--- src/rtl/hmmm_loader_if.sv ---
// Program/IO bus bundle between the hmmm_loader and its surroundings.
//
// Host byte stream:  in_data, in_valid (to loader), in_ready (from loader).
// Core bus:          read, write, halt, bus_i (to loader);
//                    cpu_rst, pgrm_addr, pgrm_data, bus_o, bus_oe (from loader).
// Status:            out_data, out_valid, rd_full, done (from loader).
//
// Modports:
//   master - host/core side that drives the byte stream and the core requests.
//   slave  - the loader itself.
interface hmmm_loader_if;
    logic [7:0]  in_data;
    logic        in_valid;
    logic        in_ready;
    logic        cpu_rst;
    logic        pgrm_addr;
    logic        pgrm_data;
    logic        read;
    logic        write;
    logic        halt;
    logic [15:0] bus_i;
    logic [15:0] bus_o;
    logic        bus_oe;
    logic [15:0] out_data;
    logic        out_valid;
    logic        rd_full;
    logic        done;

    modport master (
        output in_data, in_valid, read, write, halt, bus_i,
        input  in_ready, cpu_rst, pgrm_addr, pgrm_data, bus_o, bus_oe,
               out_data, out_valid, rd_full, done
    );

    modport slave (
        input  in_data, in_valid, read, write, halt, bus_i,
        output in_ready, cpu_rst, pgrm_addr, pgrm_data, bus_o, bus_oe,
               out_data, out_valid, rd_full, done
    );
endinterface

--- src/rtl/hmmm_loader.sv ---
// Host-side front end for the hmmm core.
//
// Loads a program image from a byte stream (header byte = word count - 1,
// then each word high byte first) by sequencing the core's pgrm_addr /
// pgrm_data strobes, holds the core in reset for RST_CYCLES cycles, then
// services the core's read/write bus cycles until it reports halt.
//
// Ports:
//   clk  - rising-edge clock
//   rst  - asynchronous active-low reset
//   ldr  - hmmm_loader_if.slave: host byte stream, core bus, status outputs
//
// Parameter:
//   RST_CYCLES - cycles cpu_rst stays high after the last word (1..15)
module hmmm_loader #(
    parameter int unsigned RST_CYCLES = 1
) (
    input  logic           clk,
    input  logic           rst,
    hmmm_loader_if.slave   ldr
);

    typedef enum logic [2:0] {
        ST_IDLE = 3'd0,
        ST_W_HI = 3'd1,
        ST_W_LO = 3'd2,
        ST_ADDR = 3'd3,
        ST_DATA = 3'd4,
        ST_CRST = 3'd5,
        ST_RUN  = 3'd6,
        ST_DONE = 3'd7
    } state_t;

    state_t      state_r;
    logic [7:0]  count_r;      // word count minus one (the header byte)
    logic [7:0]  addr_r;
    logic [15:0] word_r;
    logic [3:0]  crst_cnt_r;
    logic        cpu_rst_r;
    logic        pgrm_addr_r;
    logic        pgrm_data_r;
    logic        bus_oe_r;
    logic [15:0] bus_o_r;
    logic [7:0]  rd_hi_r;      // high byte held until the low byte arrives
    logic        rd_phase_r;   // 1: high byte of the host word already taken
    logic [15:0] rd_word_r;
    logic        rd_full_r;
    logic        write_d_r;
    logic [15:0] out_data_r;
    logic        out_valid_r;
    logic        done_r;

    logic        in_ready_s;
    logic        accept_s;
    logic        run_read_s;

    // Byte acceptance window decoded from state; held low while in reset.
    always_comb begin
        in_ready_s = 1'b0;
        case (state_r)
            ST_IDLE, ST_W_HI, ST_W_LO, ST_RUN, ST_DONE: in_ready_s = rst;
            default:                                    in_ready_s = 1'b0;
        endcase
    end

    assign accept_s   = ldr.in_valid & in_ready_s;
    // Core reads are answered in the same cycle, so the read path bypasses the registers.
    assign run_read_s = (state_r == ST_RUN) & ldr.read;

    // Load/run sequencer with registered strobes and status.
    always_ff @(posedge clk or negedge rst) begin
        if (!rst) begin
            state_r     <= ST_IDLE;
            count_r     <= 8'h00;
            addr_r      <= 8'h00;
            word_r      <= 16'h0000;
            crst_cnt_r  <= 4'd0;
            cpu_rst_r   <= 1'b1;
            pgrm_addr_r <= 1'b0;
            pgrm_data_r <= 1'b0;
            bus_oe_r    <= 1'b0;
            bus_o_r     <= 16'h0000;
            rd_hi_r     <= 8'h00;
            rd_phase_r  <= 1'b0;
            rd_word_r   <= 16'h0000;
            rd_full_r   <= 1'b0;
            write_d_r   <= 1'b0;
            out_data_r  <= 16'h0000;
            out_valid_r <= 1'b0;
            done_r      <= 1'b0;
        end else begin
            out_valid_r <= 1'b0;
            // Tracked in every state so a write already high when RUN starts is not an edge.
            write_d_r   <= ldr.write;
            case (state_r)
                ST_IDLE: begin
                    cpu_rst_r <= 1'b1;
                    if (accept_s) begin
                        count_r   <= ldr.in_data;
                        addr_r    <= 8'h00;
                        cpu_rst_r <= 1'b0;
                        state_r   <= ST_W_HI;
                    end
                end
                ST_W_HI: begin
                    if (accept_s) begin
                        word_r[15:8] <= ldr.in_data;
                        state_r      <= ST_W_LO;
                    end
                end
                ST_W_LO: begin
                    if (accept_s) begin
                        word_r[7:0] <= ldr.in_data;
                        pgrm_addr_r <= 1'b1;
                        bus_oe_r    <= 1'b1;
                        bus_o_r     <= {8'h00, addr_r};
                        state_r     <= ST_ADDR;
                    end
                end
                ST_ADDR: begin
                    pgrm_addr_r <= 1'b0;
                    pgrm_data_r <= 1'b1;
                    bus_o_r     <= word_r;
                    state_r     <= ST_DATA;
                end
                ST_DATA: begin
                    pgrm_data_r <= 1'b0;
                    bus_oe_r    <= 1'b0;
                    bus_o_r     <= 16'h0000;
                    if (addr_r == count_r) begin
                        cpu_rst_r  <= 1'b1;
                        crst_cnt_r <= 4'(RST_CYCLES - 32'd1);
                        state_r    <= ST_CRST;
                    end else begin
                        addr_r  <= addr_r + 8'd1;
                        state_r <= ST_W_HI;
                    end
                end
                ST_CRST: begin
                    if (crst_cnt_r == 4'd0) begin
                        cpu_rst_r <= 1'b0;
                        state_r   <= ST_RUN;
                    end else begin
                        crst_cnt_r <= crst_cnt_r - 4'd1;
                    end
                end
                ST_RUN: begin
                    if (accept_s) begin
                        if (rd_phase_r) begin
                            rd_word_r  <= {rd_hi_r, ldr.in_data};
                            rd_phase_r <= 1'b0;
                        end else begin
                            rd_hi_r    <= ldr.in_data;
                            rd_phase_r <= 1'b1;
                        end
                    end
                    // A completing word wins over a simultaneous read.
                    if (accept_s && rd_phase_r) begin
                        rd_full_r <= 1'b1;
                    end else if (ldr.read) begin
                        rd_full_r <= 1'b0;
                    end
                    if (ldr.write && !write_d_r) begin
                        out_data_r  <= ldr.bus_i;
                        out_valid_r <= 1'b1;
                    end
                    if (ldr.halt) begin
                        done_r  <= 1'b1;
                        state_r <= ST_DONE;
                    end
                end
                ST_DONE: begin
                    // Any byte here is the header of a fresh image.
                    if (accept_s) begin
                        count_r    <= ldr.in_data;
                        addr_r     <= 8'h00;
                        done_r     <= 1'b0;
                        rd_phase_r <= 1'b0;
                        rd_full_r  <= 1'b0;
                        state_r    <= ST_W_HI;
                    end
                end
                default: begin
                    cpu_rst_r   <= 1'b1;
                    pgrm_addr_r <= 1'b0;
                    pgrm_data_r <= 1'b0;
                    bus_oe_r    <= 1'b0;
                    bus_o_r     <= 16'h0000;
                    state_r     <= ST_IDLE;
                end
            endcase
        end
    end

    assign ldr.in_ready  = in_ready_s;
    assign ldr.cpu_rst   = cpu_rst_r;
    assign ldr.pgrm_addr = pgrm_addr_r;
    assign ldr.pgrm_data = pgrm_data_r;
    assign ldr.bus_oe    = bus_oe_r | run_read_s;
    assign ldr.bus_o     = run_read_s ? rd_word_r : bus_o_r;
    assign ldr.out_data  = out_data_r;
    assign ldr.out_valid = out_valid_r;
    assign ldr.rd_full   = rd_full_r;
    assign ldr.done      = done_r;

endmodule

--- src/flat_wrapper.sv ---
// flat-port wrapper written by rule: the top's interface ports become plain ports
module hmmm_loader_flat 
#(
    parameter int unsigned RST_CYCLES = 1
)
  (clk, rst, ldr_in_data, ldr_in_valid, ldr_read, ldr_write, ldr_halt, ldr_bus_i, ldr_in_ready, ldr_cpu_rst, ldr_pgrm_addr, ldr_pgrm_data, ldr_bus_o, ldr_bus_oe, ldr_out_data, ldr_out_valid, ldr_rd_full, ldr_done);
  hmmm_loader_if ldr_i ();
  input  logic clk;
  input  logic rst;
  input wire logic [$bits(ldr_i.in_data)-1:0] ldr_in_data;
  input wire logic [$bits(ldr_i.in_valid)-1:0] ldr_in_valid;
  input wire logic [$bits(ldr_i.read)-1:0] ldr_read;
  input wire logic [$bits(ldr_i.write)-1:0] ldr_write;
  input wire logic [$bits(ldr_i.halt)-1:0] ldr_halt;
  input wire logic [$bits(ldr_i.bus_i)-1:0] ldr_bus_i;
  output wire logic [$bits(ldr_i.in_ready)-1:0] ldr_in_ready;
  output wire logic [$bits(ldr_i.cpu_rst)-1:0] ldr_cpu_rst;
  output wire logic [$bits(ldr_i.pgrm_addr)-1:0] ldr_pgrm_addr;
  output wire logic [$bits(ldr_i.pgrm_data)-1:0] ldr_pgrm_data;
  output wire logic [$bits(ldr_i.bus_o)-1:0] ldr_bus_o;
  output wire logic [$bits(ldr_i.bus_oe)-1:0] ldr_bus_oe;
  output wire logic [$bits(ldr_i.out_data)-1:0] ldr_out_data;
  output wire logic [$bits(ldr_i.out_valid)-1:0] ldr_out_valid;
  output wire logic [$bits(ldr_i.rd_full)-1:0] ldr_rd_full;
  output wire logic [$bits(ldr_i.done)-1:0] ldr_done;
  assign ldr_i.in_data = ldr_in_data;
  assign ldr_i.in_valid = ldr_in_valid;
  assign ldr_i.read = ldr_read;
  assign ldr_i.write = ldr_write;
  assign ldr_i.halt = ldr_halt;
  assign ldr_i.bus_i = ldr_bus_i;
  assign ldr_in_ready = ldr_i.in_ready;
  assign ldr_cpu_rst = ldr_i.cpu_rst;
  assign ldr_pgrm_addr = ldr_i.pgrm_addr;
  assign ldr_pgrm_data = ldr_i.pgrm_data;
  assign ldr_bus_o = ldr_i.bus_o;
  assign ldr_bus_oe = ldr_i.bus_oe;
  assign ldr_out_data = ldr_i.out_data;
  assign ldr_out_valid = ldr_i.out_valid;
  assign ldr_rd_full = ldr_i.rd_full;
  assign ldr_done = ldr_i.done;
  hmmm_loader #(.RST_CYCLES(RST_CYCLES)) u_core (.clk(clk), .rst(rst), .ldr(ldr_i));
endmodule
--- config.mk ---
export PLATFORM = sky130hd
export DESIGN_NAME = hmmm_loader_flat
export DESIGN_NICKNAME = d
export VERILOG_FILES = /design/src/rtl/hmmm_loader_if.sv /design/src/rtl/hmmm_loader.sv /design/src/flat_wrapper.sv
export SDC_FILE = /design/constraint.sdc
export NUM_CORES = 1
export LEC_CHECK = 0
export ABC_AREA = 1
export BUFFER_PORTS_ARGS = -buffer_cell sky130_fd_sc_hd__buf_2
export CORE_MARGIN = 3
export CORE_UTILIZATION = 50
export DETAILED_ROUTE_END_ITERATION = 8
export PLACE_DENSITY = 0.78
export SETUP_SLACK_MARGIN = 0.15
export SLEW_MARGIN = 20
export SYNTH_ARGS = -nofsm -noshare
export SYNTH_HDL_FRONTEND = slang
export SYNTH_SLANG_ARGS = --single-unit
--- constraint.sdc ---
create_clock -name clk -period 4.7 [get_ports clk]
set_clock_uncertainty 0.1 [all_clocks]
set_input_delay 0.47 -clock clk [delete_from_list [all_inputs] [get_ports clk]]
set_output_delay 0.47 -clock clk [all_outputs]
set_load 0.05 [all_outputs]
Word level (Yosys, flattened, before mapping)
Index checks and enable logic that the tools add are counted.
- flip-flop bits (word level): 104
- output and inout bits: 40
- word-level logic and storage cells: 111
- input port bits: 30
- $add $sub $neg: 2
- muxes and demuxes: 36
- bitwise gates (word level): 4
- reduce and logical (&&, ||, !) cells: 31
- equality and inequality tests: 19
- operators with widths (kind ; count):
    one-hot mux 16 bit (3 select lines) ; 1
    two-way mux 16 bit ; 2
    AND reduction 3 bit ; 8
    one-hot mux 3 bit (7 select lines) ; 1
    two-way mux 3 bit ; 6
    two-way mux 8 bit ; 2
    one-hot mux 8 bit (2 select lines) ; 1
    inequality test 2 x 1 -> 1 bit (second input constant) ; 7
    AND reduction 2 bit ; 7
    two-way mux 1 bit ; 13
    equality test 3 bit (second input constant) ; 4
    one-hot mux 1 bit (2 select lines) ; 6
    nonzero test 2 bit ; 6
    adder 8 x 1 -> 8 bit (second input constant) ; 1
    equality test 8 bit ; 1
    two-way mux 4 bit ; 2
    one-hot mux 4 bit (2 select lines) ; 1
    equality test 3 x 2 -> 1 bit (second input constant) ; 2
    inequality test 2 bit (second input constant) ; 3
    nonzero test 3 bit ; 2
    AND reduction 5 bit ; 1
    OR reduction 5 bit ; 1
    zero test 4 bit ; 1
    subtractor 4 x 1 -> 4 bit (second input constant) ; 1
    other kinds (10) ; 12

Longest topological paths before layout
Gate-level depths: netlist of the first run.
- depth after elaboration: 7
- mapped depth: 12
- gate-level depth less buffers: 12

Worst setup path before layout of the first run
Ideal clock, no wire load.
- path type: register to output
- start: register u_core.state_r[0]
- end: output ldr_bus_o[7]
- stages on the path, launching flop included: 9
- data required time: 4.130 ns
- arrival: 2.078 ns
- slack: 2.052 ns
- cell sequence: dfrtp_1 inv_1 ha_1 nand2_2 inv_2 nand2_2 buf_2 nor2_1 a21oi_1
- cells in the longest elaborated chain, start to end: 3
- RTL lines (element ; RTL line ; RTL):
    start, declared ; hmmm_loader.sv:34 ; state_t state_r;
    start signal, assigned ; hmmm_loader.sv:73 ; state_r <= ST_IDLE;
    start signal, assigned ; hmmm_loader.sv:102 ; state_r <= ST_W_HI;
    start signal, assigned ; hmmm_loader.sv:108 ; state_r <= ST_W_LO;
    equality test 3 bit ; hmmm_loader.sv:68 ; assign run_read_s = (state_r == ST_RUN) & ldr.read;
    bitwise AND 1 bit ; hmmm_loader.sv:68 ;
    two-way mux 16 bit ; hmmm_loader.sv:200 ; assign ldr.bus_o = run_read_s ? rd_word_r : bus_o_r;
    end, declared ; flat_wrapper.sv:20 ; output wire logic [$bits(ldr_i.bus_o)-1:0] ldr_bus_o;
No other way between the ends.

Worst setup path in the final report of the first run
- start: register u_core.state_r[0]
- end: output ldr_bus_o[8]
Same word-level chain as after synthesis.

==> flow_summary.yaml, run 1 <==
detailed_routing:
  vias: 3966
  drt_iter0_markers: 259
  drt_pass1_iterations: 5
  routedWlPerCell_um: 13.52
  drtAntennaViolNets: 0
  drcViolationCount: 0
  vias_per_cell: 5.085
  drt_wl_total_um: 10550
global_route:
  grt_pass1_vias: 3903
  grt_max_degree: 72
  grt_pass1_wl_um: 18350
  overflow: 0
  antenna_found_initial: 0
  track_usage_pct: 20.19
synthesis:
  yosysTopAreaCellShare_pct: 51.97
  syn-num-nets: 617
  synth-seq-area-share_pct: 52.50
  syn_area_sq_um: 4960
  synthCells: 580
  synth_cell_type_count: 38
  yosys_warnings: 0
  synth_edf_count: 0
  async_reset_ff_share_pct: 100.0
  synth_area_leaders: "dfrtp_1 52%, nand2_1 16%, o21ai_0 4.2%"
  synth-main-ff-cell: "dfrtp_1"
  post-synth-top-area-cell: "dfrtp_1"
  avgSynthCellArea_sq_um: 8.551
  ys_ff_latch: 104
timing:
  slew_viol_final: 0
  tightestPinTransition_ns: 0.8855
  rsz0062_at_grt: "false"
  slew_headroom_pct: 40.97
  period_share_pct: 65.16
  finalSetupTns_ns: 0
  hold_viol: 0
  fin_crit_ns: 3.062
  finalSetupViolCount: 0
  maxClockFrequency_mhz: 326.5
power_and_ir_drop:
  p_int_uw: 1898
  switching_share_pct: 46.72
  p_seq_share_pct: 39.2
  power.total_uw: 3562
  clkPwrFrac_pct: 16.8
  power_leakage_uw: 0.003020
  p_sw_uw: 1664
  vdd_drop_max_uv: 460.7
  powerDensity_nw_per_um2: 638.2
  comb_power_share_pct: 44.1
critical_path:
  crit_fanout: 25
  cp-end-kind: "primary output"
  crit_type: "register to primary output"
  critPathLaunchType: "register"
  cp.arrival_ns: 2.49
  rr_startpoint: "u_core.state_r[1]"
  r2r_end: "u_core.bus_o_r[12]"
  reg2regPathDepth: 11
  crit_required_ns: 4.13
  r2r_slack_ns: 2.44
die:
  core_sq_um: 9459
  die_area_sq_um: 11150
  start_util_pct: 52.43
  io_pins: 70
  die-height_um: 105.6
  num_rows: 35
  die_width_um: 105.6
clocking:
  htreeDepth: 3
  clock_latency_ns: 0.37
  numCtsBuffers: 9
  cts_root_buf: "clkbuf_8"
  clock-sinks: 104
  path_clk_slew_ns: 0.11
  cts_tree: "done"
  cts_setup_buffers: 0
  cts_buffer_depth: 2
finish:
  fin_cells: 780
  nets: 683
  drive_gt1_share_pct: 19.82
  finalInstanceArea_sq_um: 5582
  syn_to_final_growth_pct: 12.54
  diodes: 0
min_path:
  holdPathEnd: "u_core.write_d_r"
  hp-start: "ldr_write"
  hold_class: "input pin to register"
  hold_depth: 1
run:
  maxCapViolations: 0
placed_design:
  dpl-instance-area_sq_um: 5358
  gp_congestion: 0.8845
  hpwlAfterDp_um: 7577
  dpl.cell_count: 763
  numPortBuffers: 69
outcome:
  status: "complete, no violations"
[worst max path at each step]
stage / startpoint / to / slack, ns / depth (start not counted)
4_1_cts: u_core.state_r[0] / ldr_bus_o[8] / 1.61 / 7
2_1_floorplan: u_core.state_r[0] / ldr_bus_o[7] / 2.05 / 8
3_3_place_gp: u_core.state_r[0] / ldr_bus_o[13] / 2.15 / 7
5_1_grt: u_core.state_r[0] / ldr_bus_o[12] / 1.45 / 7
6_report: u_core.state_r[0] / ldr_bus_o[8] / 1.64 / 7
3_5_place_dp: u_core.state_r[0] / ldr_bus_o[8] / 2.05 / 7
[cells in the final DEF (no fill, tap or decap), drive strengths merged, types with 2 or more instances in the layout]
cell	count
nand4	2
inv	59
xor2	2
nor3	6
o21ai	69
clkinv	2
nor3b	2
clkbuf	10
xnor2	9
dfrtp	103
nand3	25
nand2	228
ha	7
nor2	29
a21oi	10
buf	70
mux2	8
[flip-flops by register name, summed over array words and instances (netlist names)]
name,flops
u_core.bus_o_r,16
u_core.rd_phase_r,1
u_core.bus_oe_r,1
u_core.state_r,3
u_core.ldr.out_valid,1
u_core.crst_cnt_r,4
u_core.write_d_r,1
u_core.word_r,16
u_core.ldr.pgrm_data,1
u_core.ldr.rd_full,1
u_core.ldr.done,1
u_core.rd_hi_r,8
u_core.ldr.cpu_rst,1
u_core.count_r,8
u_core.ldr.pgrm_addr,1
u_core.ldr.out_data,16
u_core.rd_word_r,16
u_core.addr_r,8
[cells by family (layout without fill, tap and decap cells)]
| family | Yosys count | in the layout | share of synthesized area [%] |
|---|---|---|---|
| buf+inv | 72 | 143 | 6.735 |
| compound gates | 83 | 83 | 9.334 |
| mux | 8 | 8 | 1.816 |
| simple gates | 295 | 295 | 25.91 |
| fa+ha+maj | 7 | 7 | 1.766 |
| xor+xnor | 11 | 11 | 1.943 |
| flops | 104 | 104 | 52.50 |
[stage by stage]
| step | util [%] | hold slack (ns) | setup WS, ns |
|---|---|---|---|
| floorplan | - | 0.07441 | 2.052 |
| global placement | 56.64 | 0.3483 | 2.151 |
| detailed placement | 56.64 | 0.3573 | 2.054 |
| CTS | 59.01 | 0.1118 | 1.608 |
| global route | 59.01 | 0.1081 | 1.449 |
| finish | 59.01 | 0.1180 | 1.638 |
[power by group through the flow]
stage	Sequential [uW]	Clock, uW	Combinational, uW
after floorplan	1650	0	975
after global placement	1390	0	1520
after detailed placement	1400	0	1580
after CTS	1390	606	1580
after global routing	1430	651	1730
final	1400	597	1570
[routing by layer]
layer  track usage [%]  up-vias  part of all wire [%]
met4             6.753        0                   1.6
li1                  -     1960                     -
met3             4.164       15                   5.8
met5                 0        -                     0
met2             31.38      104                    46
met1             28.42     1887                    47
[critical path, stage by stage, from the launching register on]
cell and delay, ns:
dfrtp_1 0.43, inv_1 0.08, ha_1 0.26, nand2_2 0.20, inv_2 0.10, nand2_2 0.42
mux2_2 0.40, buf_2 0.21
[area by class of cell]
| cell class | count | area [sq um] |
|---|---|---|
| clock inverter | 6 | 86.33 |
| inverter | 56 | 215.2 |
| clock buffer | 10 | 127.6 |
| sequential | 104 | 2604 |
| fill | 864 | 3877 |
| timing repair buffer | 71 | 365.4 |
| tap | 129 | 161.4 |
| multi-input combinational | 404 | 2022 |
[cell usage after synthesis (all sizes together), types with 2 or more instances]
master  count
xnor2       9
inv        56
ha          7
nand2     228
a21oi      10
xor2        2
nand4       2
buf        13
mux2        8
o21ai      69
nor3        6
clkbuf      3
nand3      25
nor2       29
dfrtp     103
nor3b       2
[timing repair]
| action | CTS | global route |
|---|---|---|
| hold buffers | 1 | 0 |
| gates resized for setup | 0 | 0 |
| endpoints found under the hold margin | 33 | 0 |
Power figures use the tool's default switching activity.
==> run 2, diff against run 1 <==
--- a/config.mk
+++ b/config.mk
@@ -10,7 +10,7 @@
 export CORE_MARGIN = 3
 export CORE_UTILIZATION = 50
 export DETAILED_ROUTE_END_ITERATION = 8
-export PLACE_DENSITY = 0.78
+export PLACE_DENSITY = 0.81
 export SETUP_SLACK_MARGIN = 0.15
 export SLEW_MARGIN = 20
 export SYNTH_ARGS = -nofsm -noshare
==> constraint.sdc (replaced) <==
create_clock -name clk -period 2.6 [get_ports clk]
set_clock_uncertainty 0.1 [all_clocks]
set_input_delay 0.26 -clock clk [delete_from_list [all_inputs] [get_ports clk]]
set_output_delay 0.26 -clock clk [all_outputs]
set_load 0.05 [all_outputs]
==> flow_summary.yaml, run 2 (synthesized netlist as in run 1, its figures left out) <==
power_and_ir_drop:
  powerDensity_nw_per_um2: 1122
  power_leakage_uw: 0.003110
  vdd_drop_max_uv: 757.3
placed_design:
  dpl.cell_count: 765
  numPortBuffers: 69
  hpwlAfterDp_um: 7615
  gp_congestion: 0.8566
timing:
  finalSetupViolCount: 0
  tightestPinTransition_ns: 0.8163
  finalSetupTns_ns: 0
  fin_crit_ns: 2.337
  hold_viol: 0
  slew_headroom_pct: 45.58
  period_share_pct: 89.88
  maxClockFrequency_mhz: 427.9
  slew_viol_final: 0
  rsz0062_at_grt: "false"
critical_path:
  critPathBufInv: 3
  cp-end-kind: "primary output"
  cp.arrival_ns: 1.98
  crit_family: "buffers and inverters"
  max_stage_delay_ns: 0.41
  critPathLaunchType: "register"
  crit_fanout: 25
  crit_required_ns: 2.24
  cp_slowest_cell: "dfrtp_1"
  crit_chain: "inv_1 -> ha_4 -> nand2_4 -> inv_6 -> nand2_8 -> mux2_2 -> clkbuf_4"
  crit_type: "register to primary output"
detailed_routing:
  drt_iter0_markers: 281
  drt_wl_total_um: 11240
  drcViolationCount: 0
  drt_pass1_iterations: 5
  vias: 4094
  drtAntennaViolNets: 0
  vias_per_cell: 5.124
  routedWlPerCell_um: 14.07
clocking:
  cts_root_buf: "clkbuf_8"
  path_clk_slew_ns: 0.11
  clock-sinks: 104
  numCtsBuffers: 9
  htreeDepth: 3
  cts_tree: "done"
  cts_buffer_depth: 2
  clock_latency_ns: 0.37
global_route:
  grt_pass1_vias: 4113
  track_usage_pct: 21.28
  grt_max_degree: 68
  overflow: 0
  grt_pass1_wl_um: 19190
  antenna_found_initial: 0
min_path:
  hold_class: "input pin to register"
finish:
  drive_gt1_share_pct: 20.00
  syn_to_final_growth_pct: 16.98
  final_common_cell: "nand2_1"
  fin_cells: 799
  mostFrequentLayoutCells: "217 x nand2_1, 102 x dfrtp_1, 67 x buf_2"
  nets: 702
  multi_input_area_sq_um: 2053
  seq_area_sq_um: 2605
  diodes: 0
  fill_cells: 799
outcome:
  status: "complete, no violations"
run:
  maxCapViolations: 0
die:
  start_util_pct: 52.43
  core_sq_um: 9459
  io_pins: 70
  die_area_sq_um: 11150
  num_rows: 35
  die-height_um: 105.6
  die_width_um: 105.6
==> run 2: cell count changes in the layout (fill, tap and decap cells not counted), moves of 2 or more <==
| cell | previous run | this run |
|---|---|---|
| dlygate4sd3_1 | 1 | 17 |
| buf_4 | 2 | 5 |
| nand2_2 | 6 | 4 |
| inv_6 | 1 | 3 |
==> run 2: repair_timing <==
| item | CTS | global route |
|---|---|---|
| endpoints found under the hold margin | 32 | 1 |
| gates resized for setup | 5 | 4 |
| buffers inserted | 0 | 1 |
| hold buffers | 16 | 1 |
| setup endpoints to repair | 17 | 16 |
| cloned | 0 | 0 |
==> run 2: through the flow <==
stage / hold slack (ns) / power (uW) / instance area [sq um] / utilization [%] / worst slack (ns)
2_1_floorplan: -0.1356 / 4746 / 4960 / - / 0.1621
3_3_place_gp: 0.06661 / 5271 / 5373 / 56.80 / 0.2640
3_5_place_dp: 0.06966 / 5381 / 5373 / 56.80 / 0.2054
4_1_cts: 0.002924 / 6488 / 5768 / 60.98 / 0.1559
5_1_grt: 0.002000 / 6956 / 5802 / 61.34 / 0.1462
6_report: 0.01544 / 6510 / 5802 / 61.34 / 0.2631
==> run 2: layout make-up <==
type | count | area share [%]
Sequential cell | 104 | 44.90
Multi-Input combinational cell | 404 | 35.39
Timing Repair Buffer | 90 | 9.489
Inverter | 56 | 3.796
Tap cell | 129 | 2.782
Clock buffer | 10 | 2.200
Clock inverter | 6 | 1.445
==> run 2: layer usage <==
metal | share of wire, % | track usage (%)
met5 | 0 | 0
met4 | 1.6 | 7.123
met3 | 6.1 | 4.899
met2 | 48 | 34.38
met1 | 44 | 28.49
==> run 2: where the power goes <==
| part | leakage, uW | total, uW | internal [uW] | switching, uW |
|---|---|---|---|---|
| Combinational | 0.00166 | 2930 | 827 | 2110 |
| Clock | 0.000106 | 1060 | 470 | 589 |
| Sequential | 0.00134 | 2520 | 2170 | 346 |
| Total | 0.00311 | 6510 | 3470 | 3040 |
==> run 2: worst paths after layout <==
path                                     from                       to  slack (ns)  depth (start not counted)
max in group asynchronous                 rst         u_core.word_r[5]        1.08                          3
hold / removal                 ldr_in_data[2]        u_core.rd_hi_r[2]        0.02                          3
setup reg to reg            u_core.state_r[0]       u_core.bus_o_r[14]        0.35                         11
min in group asynchronous                 rst  u_core.ldr.out_data[13]        0.21                          2
setup / recovery            u_core.state_r[0]            ldr_bus_o[15]        0.26                          7
hold reg to reg            u_core.ldr.cpu_rst       u_core.ldr.cpu_rst        0.37                          2
==> run 2: tightest hold or removal path, cell delays in order <==
cell	delay [ns]
buf_2	0.09
nand2_1	0.04
o21ai_0	0.06
==> run 3, diff against run 2 <==
--- a/config.mk
+++ b/config.mk
@@ -8,9 +8,9 @@
 export ABC_AREA = 1
 export BUFFER_PORTS_ARGS = -buffer_cell sky130_fd_sc_hd__buf_2
 export CORE_MARGIN = 3
-export CORE_UTILIZATION = 50
+export CORE_UTILIZATION = 45
 export DETAILED_ROUTE_END_ITERATION = 8
-export PLACE_DENSITY = 0.81
+export PLACE_DENSITY = 0.75
 export SETUP_SLACK_MARGIN = 0.15
 export SLEW_MARGIN = 20
 export SYNTH_ARGS = -nofsm -noshare
==> flow_summary.yaml, run 3 (synthesized netlist as in run 1, its figures left out) <==
outcome:
  status: "complete, no violations"
timing:
  period_share_pct: 89.93
  hold_viol: 0
  maxClockFrequency_mhz: 427.7
  slew_headroom_pct: 51.83
  slew_viol_final: 0
  tightestPinTransition_ns: 0.7225
  finalSetupViolCount: 0
  rsz0062_at_grt: "false"
  setup_ws_ns: 0.2619
  fin_crit_ns: 2.338
  finalSetupTns_ns: 0
critical_path:
  reg2regPathDepth: 8
  rr_startpoint: "u_core.state_r[1]"
  cp-end-kind: "primary output"
  critPathLaunchType: "register"
  r2r_end: "u_core.addr_r[1]"
  crit_fanout: 7
  crit_start: "u_core.state_r[1]"
  crit_required_ns: 2.24
  crit_type: "register to primary output"
  cp.arrival_ns: 1.98
  r2r_slack_ns: 0.39
die:
  io_pins: 70
  die-height_um: 111.0
  die_width_um: 111.0
  start_util_pct: 47.20
  num_rows: 37
  core_sq_um: 10510
  die_area_sq_um: 12320
power_and_ir_drop:
  powerDensity_nw_per_um2: 1099
  vdd_drop_max_uv: 801.3
  power_leakage_uw: 0.003127
  power.total_uw: 6417
detailed_routing:
  routedWlPerCell_um: 13.82
  drcViolationCount: 0
  drt_pass1_iterations: 5
  drtAntennaViolNets: 0
  drt_wl_total_um: 11230
  vias: 4048
  vias_per_cell: 4.985
  drt_iter0_markers: 262
placed_design:
  preCtsSetupSlack_ns: 0.2655
  dpl-instance-area_sq_um: 5389
  numPortBuffers: 69
  gp_congestion: 0.8554
  dpl.cell_count: 773
  hpwlAfterDp_um: 7740
min_path:
  holdPathEnd: "u_core.rd_hi_r[3]"
  hold_class: "input pin to register"
  hp-start: "ldr_in_data[3]"
  hold_depth: 3
clocking:
  clock_latency_ns: 0.37
  htreeDepth: 3
  cts_root_buf: "clkbuf_8"
  numCtsBuffers: 9
  cts_buffer_depth: 2
  path_clk_slew_ns: 0.11
  cts_tree: "done"
  clock-sinks: 104
global_route:
  antenna_found_initial: 0
  grt_max_degree: 58
  grt_pass1_wl_um: 19590
  grt_pass1_vias: 4047
  overflow: 0
  track_usage_pct: 19.17
run:
  maxCapViolations: 0
finish:
  mostFrequentLayoutCells: "217 x nand2_1, 103 x dfrtp_1, 68 x buf_2"
  syn_to_final_growth_pct: 17.71
  fin_cells: 812
  nets: 708
  drive_gt1_share_pct: 20.27
  final_common_cell: "nand2_1"
  diodes: 0
  finalInstanceArea_sq_um: 5838
[run 3: layer usage]
layer / wire, um / global-route usage [%] / part of all wire (%) / vias to the layer above
met5: 0 / 0 / 0 / -
met4: 160 / 7.225 / 1.4 / 0
met3: 519 / 3.057 / 4.6 / 13
met2: 5318 / 29.98 / 47 / 101
met1: 5226 / 26.97 / 47 / 1920
li1: - / - / - / 2014
[run 3: where the power goes]
group          switching [uW]  internal [uW]  leakage, uW
clock network             610            399    0.0000995
registers                 339           2170      0.00134
logic                    2080            822      0.00169
total                    3030           3390      0.00313
[run 3: timing repair]
| action | 4_1_cts | 5_1_grt |
|---|---|---|
| gates resized for setup | 4 | 1 |
| hold buffers | 20 | 0 |
| setup endpoints to repair | 17 | 16 |
| setup buffers | 0 | 1 |
| pin swaps | 0 | 1 |
| cloned | 0 | 2 |
| endpoints found under the hold margin | 63 | 0 |
[run 3: how the worst max path moves through the flow]
stage                    endpoint
CTS                  ldr_bus_o[9]
global route         ldr_bus_o[5]
floorplan            ldr_bus_o[7]
detailed placement   ldr_bus_o[9]
global placement    ldr_bus_o[14]
finish              ldr_bus_o[14]
[run 3: final cells by class]
cell class	count	area (sq um)
timing repair buffer	94	585.6
tap	136	170.2
multi-input combinational	406	2061
fill	919	4671
sequential	104	2604
clock inverter	6	60.06
inverter	56	220.2
clock buffer	10	137.6
[run 3: worst max-delay path: stages (launching register included)]
cell and delay [ns]:
dfrtp_1 0.44, ha_2 0.23, nand2_2 0.11, clkinv_4 0.14
nand2_4 0.15, mux2_2 0.34, buf_2 0.21
[run 3: stage by stage]
stage,hold WS [ns],utilization (%)
finish,0.01922,55.55
global route,0.02791,55.55
CTS,0.005704,55.24
detailed placement,0.2883,51.28
global placement,0.2874,51.28
floorplan,-0.1356,-
